`config.mk`:
```
export PLATFORM = sky130hd
export DESIGN_NAME = fpu_seq_flat
export DESIGN_NICKNAME = d
export VERILOG_FILES = /design/src/rtl/fpu_seq_if.sv /design/src/rtl/fpu_seq.sv /design/src/flat_wrapper.sv
export SDC_FILE = /design/constraint.sdc
export NUM_CORES = 1
export LEC_CHECK = 0
export ABC_AREA = 1
export BUFFER_PORTS_ARGS = -buffer_cell sky130_fd_sc_hd__buf_4
export CAP_MARGIN = 40
export CELL_PAD_IN_SITES_DETAIL_PLACEMENT = 0
export CELL_PAD_IN_SITES_GLOBAL_PLACEMENT = 1
export CORE_MARGIN = 8
export CORE_UTILIZATION = 38
export DETAILED_ROUTE_END_ITERATION = 7
export PLACE_DENSITY_LB_ADDON = 0.1
export SYNTH_ARGS = -nofsm -noshare
export SYNTH_HDL_FRONTEND = slang
export SYNTH_SLANG_ARGS = --single-unit
```
`constraint.sdc`:
```
create_clock -name clk -period 2.96 [get_ports clk]
set_clock_uncertainty 0.05 [all_clocks]
set_input_delay 0.296 -clock clk [delete_from_list [all_inputs] [get_ports clk]]
set_output_delay 0.296 -clock clk [all_outputs]
set_load 0.02 [all_outputs]
```
`src/rtl/fpu_seq_if.sv`:
```
// Port bundle between the float-execute control and the fpu_seq step sequencer.
// start is a one-cycle request that is honoured only while busy is low. done is
// a one-cycle pulse in the last busy cycle. The datapath flags are level signals
// that the sequencer reads in its current state.
interface fpu_seq_if;
   logic       start;
   logic       op;
   logic       special;
   logic [7:0] exp_diff;
   logic       mant_msb;
   logic       mant_ovf;
   logic       busy;
   logic       load_ops;
   logic       align_shift;
   logic       add_en;
   logic       mul_step;
   logic       norm_left;
   logic       norm_right;
   logic       round_en;
   logic       pack_en;
   logic       done;
   logic [3:0] dbg_state;

   modport master (
      output start, op, special, exp_diff, mant_msb, mant_ovf,
      input  busy, load_ops, align_shift, add_en, mul_step, norm_left,
             norm_right, round_en, pack_en, done, dbg_state
   );

   modport slave (
      input  start, op, special, exp_diff, mant_msb, mant_ovf,
      output busy, load_ops, align_shift, add_en, mul_step, norm_left,
             norm_right, round_en, pack_en, done, dbg_state
   );
endinterface

```
`src/rtl/fpu_seq.sv`:
```
// Multicycle step sequencer for single-precision FADD/FMUL. It issues one-hot
// strobes to the FP datapath and reads back its normalisation flags.
module fpu_seq #(
   parameter int ALIGN_MAX = 26,
   parameter int MUL_STEPS = 24,
   parameter int NORM_MAX  = 24
) (
   input logic        clk,
   input logic        reset,
   fpu_seq_if.slave   bus
);

   typedef enum logic [3:0] {
      S_IDLE   = 4'd0,
      S_UNPACK = 4'd1,
      S_ALIGN  = 4'd2,
      S_ADD    = 4'd3,
      S_MUL    = 4'd4,
      S_NORM   = 4'd5,
      S_ROUND  = 4'd6,
      S_PACK   = 4'd7,
      S_DONE   = 4'd8
   } state_t;

   state_t     state, state_nx;
   logic [4:0] cnt, cnt_nx;
   logic       op_q;
   logic [4:0] align_ld;

   // The alignment count saturates. Shifting past the mantissa width only sticks zeros.
   always_comb begin
      align_ld = 5'(bus.exp_diff - 8'd1);
      if (bus.exp_diff > 8'(ALIGN_MAX)) align_ld = 5'(ALIGN_MAX - 1);
   end

   always_ff @(posedge clk or posedge reset) begin
      if (reset) begin
         state <= S_IDLE;
         cnt   <= 5'd0;
      end else begin
         state <= state_nx;
         cnt   <= cnt_nx;
      end
   end

   // The opcode is only consumed after the start edge, so it needs no reset.
   always_ff @(posedge clk) begin
      if (state == S_IDLE && bus.start) op_q <= bus.op;
   end

   always_comb begin
      state_nx = state;
      cnt_nx   = cnt;
      case (state)
         S_IDLE:   if (bus.start) state_nx = S_UNPACK;
         S_UNPACK: begin
            if (bus.special) begin
               state_nx = S_PACK;
            end else if (op_q) begin
               state_nx = S_MUL;
               cnt_nx   = 5'(MUL_STEPS - 1);
            end else if (bus.exp_diff == 8'd0) begin
               state_nx = S_ADD;
            end else begin
               state_nx = S_ALIGN;
               cnt_nx   = align_ld;
            end
         end
         S_ALIGN: begin
            if (cnt == 5'd0) state_nx = S_ADD;
            else             cnt_nx   = cnt - 5'd1;
         end
         S_ADD: begin
            state_nx = S_NORM;
            cnt_nx   = 5'd0;
         end
         S_MUL: begin
            if (cnt == 5'd0) begin
               state_nx = S_NORM;
               cnt_nx   = 5'd0;
            end else begin
               cnt_nx = cnt - 5'd1;
            end
         end
         S_NORM: begin
            // In NORM, cnt counts left shifts. Hitting the cap means a zero or underflow result.
            if (bus.mant_ovf || bus.mant_msb || cnt == 5'(NORM_MAX)) state_nx = S_ROUND;
            else                                                    cnt_nx   = cnt + 5'd1;
         end
         S_ROUND: state_nx = S_PACK;
         S_PACK:  state_nx = S_DONE;
         S_DONE:  state_nx = S_IDLE;
         default: state_nx = S_IDLE;
      endcase
   end

   always_comb begin
      bus.busy        = (state != S_IDLE);
      bus.load_ops    = 1'b0;
      bus.align_shift = 1'b0;
      bus.add_en      = 1'b0;
      bus.mul_step    = 1'b0;
      bus.norm_left   = 1'b0;
      bus.norm_right  = 1'b0;
      bus.round_en    = 1'b0;
      bus.pack_en     = 1'b0;
      bus.done        = 1'b0;
      bus.dbg_state   = state;
      case (state)
         S_UNPACK: bus.load_ops    = 1'b1;
         S_ALIGN:  bus.align_shift = 1'b1;
         S_ADD:    bus.add_en      = 1'b1;
         S_MUL:    bus.mul_step    = 1'b1;
         S_NORM: begin
            bus.norm_right = bus.mant_ovf;
            bus.norm_left  = !bus.mant_ovf && !bus.mant_msb && (cnt != 5'(NORM_MAX));
         end
         S_ROUND:  bus.round_en    = 1'b1;
         S_PACK:   bus.pack_en     = 1'b1;
         S_DONE:   bus.done        = 1'b1;
         default:  ;
      endcase
   end

endmodule
```
`src/flat_wrapper.sv`:
```
// flat-port wrapper written by rule: the top's interface ports become plain ports
module fpu_seq_flat 
#(
   parameter int ALIGN_MAX = 26,
   parameter int MUL_STEPS = 24,
   parameter int NORM_MAX  = 24
)
  (clk, reset, bus_start, bus_op, bus_special, bus_exp_diff, bus_mant_msb, bus_mant_ovf, bus_busy, bus_load_ops, bus_align_shift, bus_add_en, bus_mul_step, bus_norm_left, bus_norm_right, bus_round_en, bus_pack_en, bus_done, bus_dbg_state);
  fpu_seq_if bus_i ();
  input logic clk;
  input logic reset;
  input wire logic [$bits(bus_i.start)-1:0] bus_start;
  input wire logic [$bits(bus_i.op)-1:0] bus_op;
  input wire logic [$bits(bus_i.special)-1:0] bus_special;
  input wire logic [$bits(bus_i.exp_diff)-1:0] bus_exp_diff;
  input wire logic [$bits(bus_i.mant_msb)-1:0] bus_mant_msb;
  input wire logic [$bits(bus_i.mant_ovf)-1:0] bus_mant_ovf;
  output wire logic [$bits(bus_i.busy)-1:0] bus_busy;
  output wire logic [$bits(bus_i.load_ops)-1:0] bus_load_ops;
  output wire logic [$bits(bus_i.align_shift)-1:0] bus_align_shift;
  output wire logic [$bits(bus_i.add_en)-1:0] bus_add_en;
  output wire logic [$bits(bus_i.mul_step)-1:0] bus_mul_step;
  output wire logic [$bits(bus_i.norm_left)-1:0] bus_norm_left;
  output wire logic [$bits(bus_i.norm_right)-1:0] bus_norm_right;
  output wire logic [$bits(bus_i.round_en)-1:0] bus_round_en;
  output wire logic [$bits(bus_i.pack_en)-1:0] bus_pack_en;
  output wire logic [$bits(bus_i.done)-1:0] bus_done;
  output wire logic [$bits(bus_i.dbg_state)-1:0] bus_dbg_state;
  assign bus_i.start = bus_start;
  assign bus_i.op = bus_op;
  assign bus_i.special = bus_special;
  assign bus_i.exp_diff = bus_exp_diff;
  assign bus_i.mant_msb = bus_mant_msb;
  assign bus_i.mant_ovf = bus_mant_ovf;
  assign bus_busy = bus_i.busy;
  assign bus_load_ops = bus_i.load_ops;
  assign bus_align_shift = bus_i.align_shift;
  assign bus_add_en = bus_i.add_en;
  assign bus_mul_step = bus_i.mul_step;
  assign bus_norm_left = bus_i.norm_left;
  assign bus_norm_right = bus_i.norm_right;
  assign bus_round_en = bus_i.round_en;
  assign bus_pack_en = bus_i.pack_en;
  assign bus_done = bus_i.done;
  assign bus_dbg_state = bus_i.dbg_state;
  fpu_seq #(.ALIGN_MAX(ALIGN_MAX), .MUL_STEPS(MUL_STEPS), .NORM_MAX(NORM_MAX)) u_core (.clk(clk), .reset(reset), .bus(bus_i));
endmodule
```
## Word-level counts from Yosys, hierarchy flattened

Index checks and enable logic that the tools add are counted.

- Bits in registers: 10
- Output and inout bits: 14
- Input bits: 15

- Equality and inequality tests: 18
- $lt $le $gt $ge: 1
- Add/subtract/negate cells: 3
- Muxes and demuxes: 25
- Reductions and logical operators: 14

Operator list:

| operator | number |
|---|---|
| $mux 5 | 7 |
| $pmux 4 s8 | 1 |
| $pmux 5 s5 | 1 |
| $mux 4 | 6 |
| $eq 4x3->1 const B | 4 |
| $mux 1 | 10 |
| $sub 5x1->5 const B | 2 |
| $eq 4x2->1 const B | 2 |
| $gt 8x5->1 const B | 1 |
| $logic_not 8->1 | 1 |
| $ne 2x2->1 const B | 4 |
| $ne 2x1->1 const B | 3 |
| $add 5x1->5 const B | 1 |
| $eq 5x5->1 const B | 1 |
| $logic_not 5->1 | 1 |
| $ne 5x5->1 const B | 1 |
| $reduce_and 5->1 | 1 |
| $reduce_bool 5->1 | 1 |
| $eq 4x1->1 const B | 1 |
| $eq 4x4->1 const B | 1 |
| $logic_not 4->1 | 1 |
| $reduce_and 4->1 | 1 |
| $reduce_bool 4->1 | 1 |
| $logic_and 1x1->1 | 3 |
| other kinds (3) | 5 |

## Longest topological paths before layout

- Depth after elaboration: 6
- Depth in mapped cells: 11

## Worst setup path after synthesis

OpenSTA, ideal clock, no wires.

- Path kind: register to output
- Start point: register u_core.state[1], in the netlist u_core.bus.dbg_state[1]
- End point: output bus_done
- Stages on the path, launching flop included: 4
- Setup slack: 1.391 ns
- Arrival: 1.223 ns
- Required time: 2.614 ns
- Cells stage by stage: dfrtp_1 > inv_1 > nand2_1 > nor3_1

- Longest elaborated chain between the ends: 2

RTL lines:

| element | line | text |
|---|---|---|
| start, declared | fpu_seq.sv:25 | `state_t state, state_nx;` |
| start signal, assigned | fpu_seq.sv:41 | `state <= state_nx;` |
| $eq 4x4->1 | fpu_seq.sv:109 | `case (state)` |
| $mux 1 | fpu_seq.sv:109 |  |
| end, declared | flat_wrapper.sv:27 | `output wire logic [$bits(bus_i.done)-1:0] bus_done;` |

Every way passes these cells.

## Worst setup path in the final report

- Start point: register u_core.cnt[0]
- End point: output bus_norm_left

- Longest elaborated chain between the ends: 3

RTL lines:

| element | line | text |
|---|---|---|
| start, declared | fpu_seq.sv:26 | `logic [4:0] cnt, cnt_nx;` |
| start signal, assigned | fpu_seq.sv:42 | `cnt <= cnt_nx;` |
| $ne 5x5->1 | fpu_seq.sv:116 | `bus.norm_left = !bus.mant_ovf && !bus.mant_msb && (cnt != 5'(NORM_MAX));` |
| $logic_and 1x1->1 | fpu_seq.sv:116 |  |
| $mux 1 | fpu_seq.sv:109 |  |
| end, declared | flat_wrapper.sv:23 | `output wire logic [$bits(bus_i.norm_left)-1:0] bus_norm_left;` |

Every way passes these cells.

==> impl_metrics.xml <==
<?xml version="1.0" encoding="UTF-8"?>
<metrics>
  <group name="synthesis">
    <metric name="synth_most_common_cell" unit="">sky130_fd_sc_hd__nand2_1</metric>
    <metric name="yosysTopAreaCell" unit="">sky130_fd_sc_hd__nand2_1</metric>
    <metric name="synthesis.nets" unit="">204</metric>
    <metric name="yosysSeqAreaShare" unit="%">23.1</metric>
    <metric name="yosys_warnings" unit="">0</metric>
    <metric name="post_synth_inst_count" unit="">184</metric>
    <metric name="ys_dominant_reg_cell" unit="">sky130_fd_sc_hd__dfrtp_1</metric>
    <metric name="netlist_top_cells_area" unit="">sky130_fd_sc_hd__nand2_1 21%, sky130_fd_sc_hd__dfrtp_1 20%, sky130_fd_sc_hd__inv_1 11%, sky130_fd_sc_hd__nor2_1 7.5%, sky130_fd_sc_hd__nand3_1 5.9%</metric>
    <metric name="synthesis.area_per_instance" unit="µm²">6.00</metric>
    <metric name="synth_enable_flop_cells" unit="">1</metric>
    <metric name="ys_ff_latch" unit="">10</metric>
    <metric name="postSynth.asyncResetShare" unit="%">90.0</metric>
    <metric name="synth.top_cell.area_share" unit="%">21.1</metric>
    <metric name="post_synth_most_frequent_cells" unit="">62 x sky130_fd_sc_hd__nand2_1, 31 x sky130_fd_sc_hd__inv_1, 22 x sky130_fd_sc_hd__nor2_1</metric>
    <metric name="mappedNetlistArea" unit="µm²">1100</metric>
    <metric name="netlist-cell-type-count" unit="">22</metric>
  </group>
  <group name="global_routing">
    <metric name="number_of_global_route_vias_before_repair" unit="">1206</metric>
    <metric name="pin_count_of_the_biggest_net_entering_global_routing" unit="">10</metric>
    <metric name="globalRouteTotalUtil" unit="%">12.5</metric>
    <metric name="grt_util_met1" unit="%">14.9</metric>
    <metric name="antenna_violations_before_repair" unit="">0</metric>
    <metric name="met2_track_usage_gr" unit="%">21.3</metric>
    <metric name="grt_pass1_wl" unit="µm">5290</metric>
    <metric name="grt-ovfl-total" unit="">0</metric>
    <metric name="global_route.peak_usage_layer" unit="">met2</metric>
    <metric name="grt.met3_usage" unit="%">3.53</metric>
  </group>
  <group name="cts">
    <metric name="clock_latency_at_the_later_pin_of_the_worst_skew_pair" unit="ps">270</metric>
    <metric name="clock_transition_at_the_register_clock_pins_on_the_worst_setup_and_hold_paths_after_cts" unit="ps">80</metric>
    <metric name="cts_hold_buf" unit="">1</metric>
    <metric name="cts_num_sinks" unit="">10</metric>
    <metric name="cts_max_level" unit="">1</metric>
    <metric name="cts_tree" unit="">built</metric>
    <metric name="numCtsBuffers" unit="">3</metric>
    <metric name="cts.repair_timing.setup_buffer_count" unit="">0</metric>
    <metric name="clk_path_buf_depth" unit="">2</metric>
    <metric name="cts.root.buffer_cell" unit="">sky130_fd_sc_hd__clkbuf_4</metric>
    <metric name="cts.repair.resized" unit="">0</metric>
  </group>
  <group name="drt">
    <metric name="drt_iter0_markers" unit="">55</metric>
    <metric name="drcViolationCount" unit="">0</metric>
    <metric name="dr_total_vias" unit="">1200</metric>
    <metric name="detail_route.vias_per_cell" unit="">4.86</metric>
    <metric name="drt_pass1_iterations" unit="">4</metric>
    <metric name="detail_route.wl_per_cell" unit="µm">11.8</metric>
    <metric name="antenna_nets_post_route" unit="">0</metric>
    <metric name="drt-total-wl" unit="µm">2920</metric>
  </group>
  <group name="layout">
    <metric name="synthToLayoutAreaGrowth" unit="%">26.3</metric>
    <metric name="fraction_of_final_layout_cells_sized_beyond_drive_strength_1" unit="%">22.2</metric>
    <metric name="layout.core_utilization" unit="%">50.6</metric>
    <metric name="n_fill_cell" unit="">315</metric>
    <metric name="nNetsFinal" unit="">237</metric>
    <metric name="antenna_cell_count" unit="">0</metric>
    <metric name="postLayoutCellArea" unit="µm²">1400</metric>
  </group>
  <group name="min_path">
    <metric name="hp-class" unit="">input port to flop</metric>
    <metric name="hold_wc_startpoint" unit="">bus_op</metric>
    <metric name="whs_endpoint" unit="">u_core.op_q</metric>
    <metric name="holdPathStages" unit="">1</metric>
  </group>
  <group name="floorplan">
    <metric name="io_pins" unit="">29</metric>
    <metric name="die_width" unit="µm">69.9</metric>
    <metric name="die_area" unit="µm²">4890</metric>
    <metric name="core.rowCount" unit="">19</metric>
    <metric name="floorplan.initialDensity" unit="%">40.1</metric>
    <metric name="y_dimension_of_the_die" unit="µm">69.9</metric>
    <metric name="coreArea" unit="µm²">2760</metric>
  </group>
  <group name="timing">
    <metric name="maxClockFrequency" unit="MHz">546</metric>
    <metric name="maxSlewHeadroom" unit="%">75.6</metric>
    <metric name="hold_viol" unit="">0</metric>
    <metric name="slew_violations" unit="">0</metric>
    <metric name="worstMarginPinSlew" unit="ps">366</metric>
    <metric name="period_share" unit="%">61.9</metric>
    <metric name="min_period" unit="ps">1830</metric>
    <metric name="setup_tns" unit="ps">0</metric>
    <metric name="grt_setup_unrepaired" unit="">no</metric>
    <metric name="setup_violators_final" unit="">0</metric>
  </group>
  <group name="setup_path">
    <metric name="setup.reg_to_reg.worst_slack" unit="ps">1350</metric>
    <metric name="crit_path_frequent_cell" unit="">sky130_fd_sc_hd__inv_1</metric>
    <metric name="worst_ep_required_time" unit="ps">2610</metric>
    <metric name="critPathBufInv" unit="">3</metric>
    <metric name="cp_slowest_cell" unit="">sky130_fd_sc_hd__dfrtp_1</metric>
    <metric name="peak_fanout_along_the_critical_path" unit="">5</metric>
    <metric name="critical_path.cell_chain" unit="">inv_1 &gt; ha_1 &gt; nand4_1 &gt; nand3_4 &gt; inv_1 &gt; buf_4</metric>
    <metric name="critPathArrivalTime" unit="ps">1480</metric>
    <metric name="cp-start-kind" unit="">flop</metric>
    <metric name="critPathMaxStageDelay" unit="ps">430</metric>
    <metric name="path_class" unit="">flop to primary output</metric>
    <metric name="worstReg2RegEnd" unit="">u_core.cnt[0]</metric>
    <metric name="crit_path_end_kind" unit="">primary output</metric>
    <metric name="cpLargestDelayFamily" unit="">flip-flops</metric>
    <metric name="worst_r2r_path_depth" unit="">8</metric>
    <metric name="r2r_start" unit="">u_core.cnt[0]</metric>
  </group>
  <group name="run">
    <metric name="max_cap_viol_count" unit="">0</metric>
  </group>
  <group name="placed_design">
    <metric name="placed_area" unit="µm²">1350</metric>
    <metric name="detailedPlacementHpwl" unit="µm">2500</metric>
    <metric name="routability_cong" unit="">0.909</metric>
    <metric name="portBuffers" unit="">28</metric>
  </group>
  <group name="run_status">
    <metric name="run_status" unit="">finished clean</metric>
  </group>
  <group name="pwr">
    <metric name="worst_ir_drop_vdd" unit="V">0.000618</metric>
    <metric name="cellPowerDensity" unit="nW/µm²">1060</metric>
    <metric name="static_power_due_to_leakage" unit="nW">0.854</metric>
  </group>
</metrics>
-- worst max-delay path by stage --
stage,from,end,slack [ps],cells after the start
floorplan,u_core.bus.dbg_state[1],bus_done,1390,3
global placement,bus_exp_diff[0],u_core.cnt[1],1330,11
detailed placement,bus_exp_diff[0],u_core.cnt[4],1330,11
CTS,u_core.cnt[0],bus_norm_left,1130,6
global route,u_core.cnt[0],bus_norm_left,1020,6
finish,u_core.cnt[0],bus_norm_left,1130,6
-- sequential cells by signal, summed over array words and instances (netlist names) --
signal / count
u_core.cnt: 5
u_core.bus.dbg_state: 4
u_core.op_q: 1
-- stage by stage --
step / instances / total power (W) / setup slack [ps] / hold WS (ps)
2_1_floorplan: 184 / 0.00106 / 1390 / 73.9
3_3_place_gp: 242 / 0.00135 / 1330 / 252
3_5_place_dp: 242 / 0.00135 / 1330 / 252
4_1_cts: 247 / 0.00149 / 1130 / 151
5_1_grt: 247 / 0.00165 / 1020 / 145
6_report: 247 / 0.00147 / 1130 / 153
-- area by class of cell --
type,count,area [µm²],area share [%]
sequential,10,255,18.3
tap,31,38.8,2.78
clock buffer,4,36.3,2.60
timing repair buffer,29,220,15.8
inverter,33,124,8.88
multi-input combinational,140,721,51.7
-- cells in the final DEF (no fill, tap or decap), types with 2 or more instances in the layout --
cell type	synthesis	final
sky130_fd_sc_hd__nor2_4	3	3
sky130_fd_sc_hd__nor3_1	4	4
sky130_fd_sc_hd__inv_2	2	2
sky130_fd_sc_hd__nand2_2	5	5
sky130_fd_sc_hd__nand2_1	62	62
sky130_fd_sc_hd__nand3b_1	4	4
sky130_fd_sc_hd__nand3_1	13	13
sky130_fd_sc_hd__o21ai_0	5	5
sky130_fd_sc_hd__dfrtp_1	9	9
sky130_fd_sc_hd__xor2_1	2	2
sky130_fd_sc_hd__ha_1	5	5
sky130_fd_sc_hd__inv_1	31	31
sky130_fd_sc_hd__a21oi_1	5	5
sky130_fd_sc_hd__nor2_2	2	2
sky130_fd_sc_hd__clkbuf_4	0	3
sky130_fd_sc_hd__buf_4	0	28
sky130_fd_sc_hd__nor2_1	22	22
sky130_fd_sc_hd__nand4_1	4	4
-- where the power goes --
group,internal (W),total (W),switching [W]
clock,0.0000747,0.000131,0.0000567
combinational,0.000381,0.00104,0.000660
sequential,0.000206,0.000300,0.0000945
-- cells by family after synthesis --
family                   share of synthesized area, %
AO/OA/AOI/OAI                                    5.32
flip-flops                                       23.1
XOR/XNOR                                         1.59
buffers and inverters                            11.7
adder cells (fa/ha/maj)                          5.66
AND/OR/NAND/NOR                                  52.7
-- routing by layer --
metal / part of all wire, % / vias up
met5: 0 / -
met4: 0.99 / 0
li1: - / 632
met3: 4.9 / 6
met1: 46 / 533
met2: 48 / 29
-- worst reg2reg max path, stage by stage, from the launching register on --
cell and delay, ps:
sky130_fd_sc_hd__dfrtp_1 420, sky130_fd_sc_hd__inv_1 110, sky130_fd_sc_hd__ha_1 220, sky130_fd_sc_hd__nand4_1 140, sky130_fd_sc_hd__nand3_4 100, sky130_fd_sc_hd__nand2_2 90, sky130_fd_sc_hd__nand3_1 190, sky130_fd_sc_hd__nand2_1 120
sky130_fd_sc_hd__nand2_1 50
No activity file was read; power rests on OpenSTA's default activity.
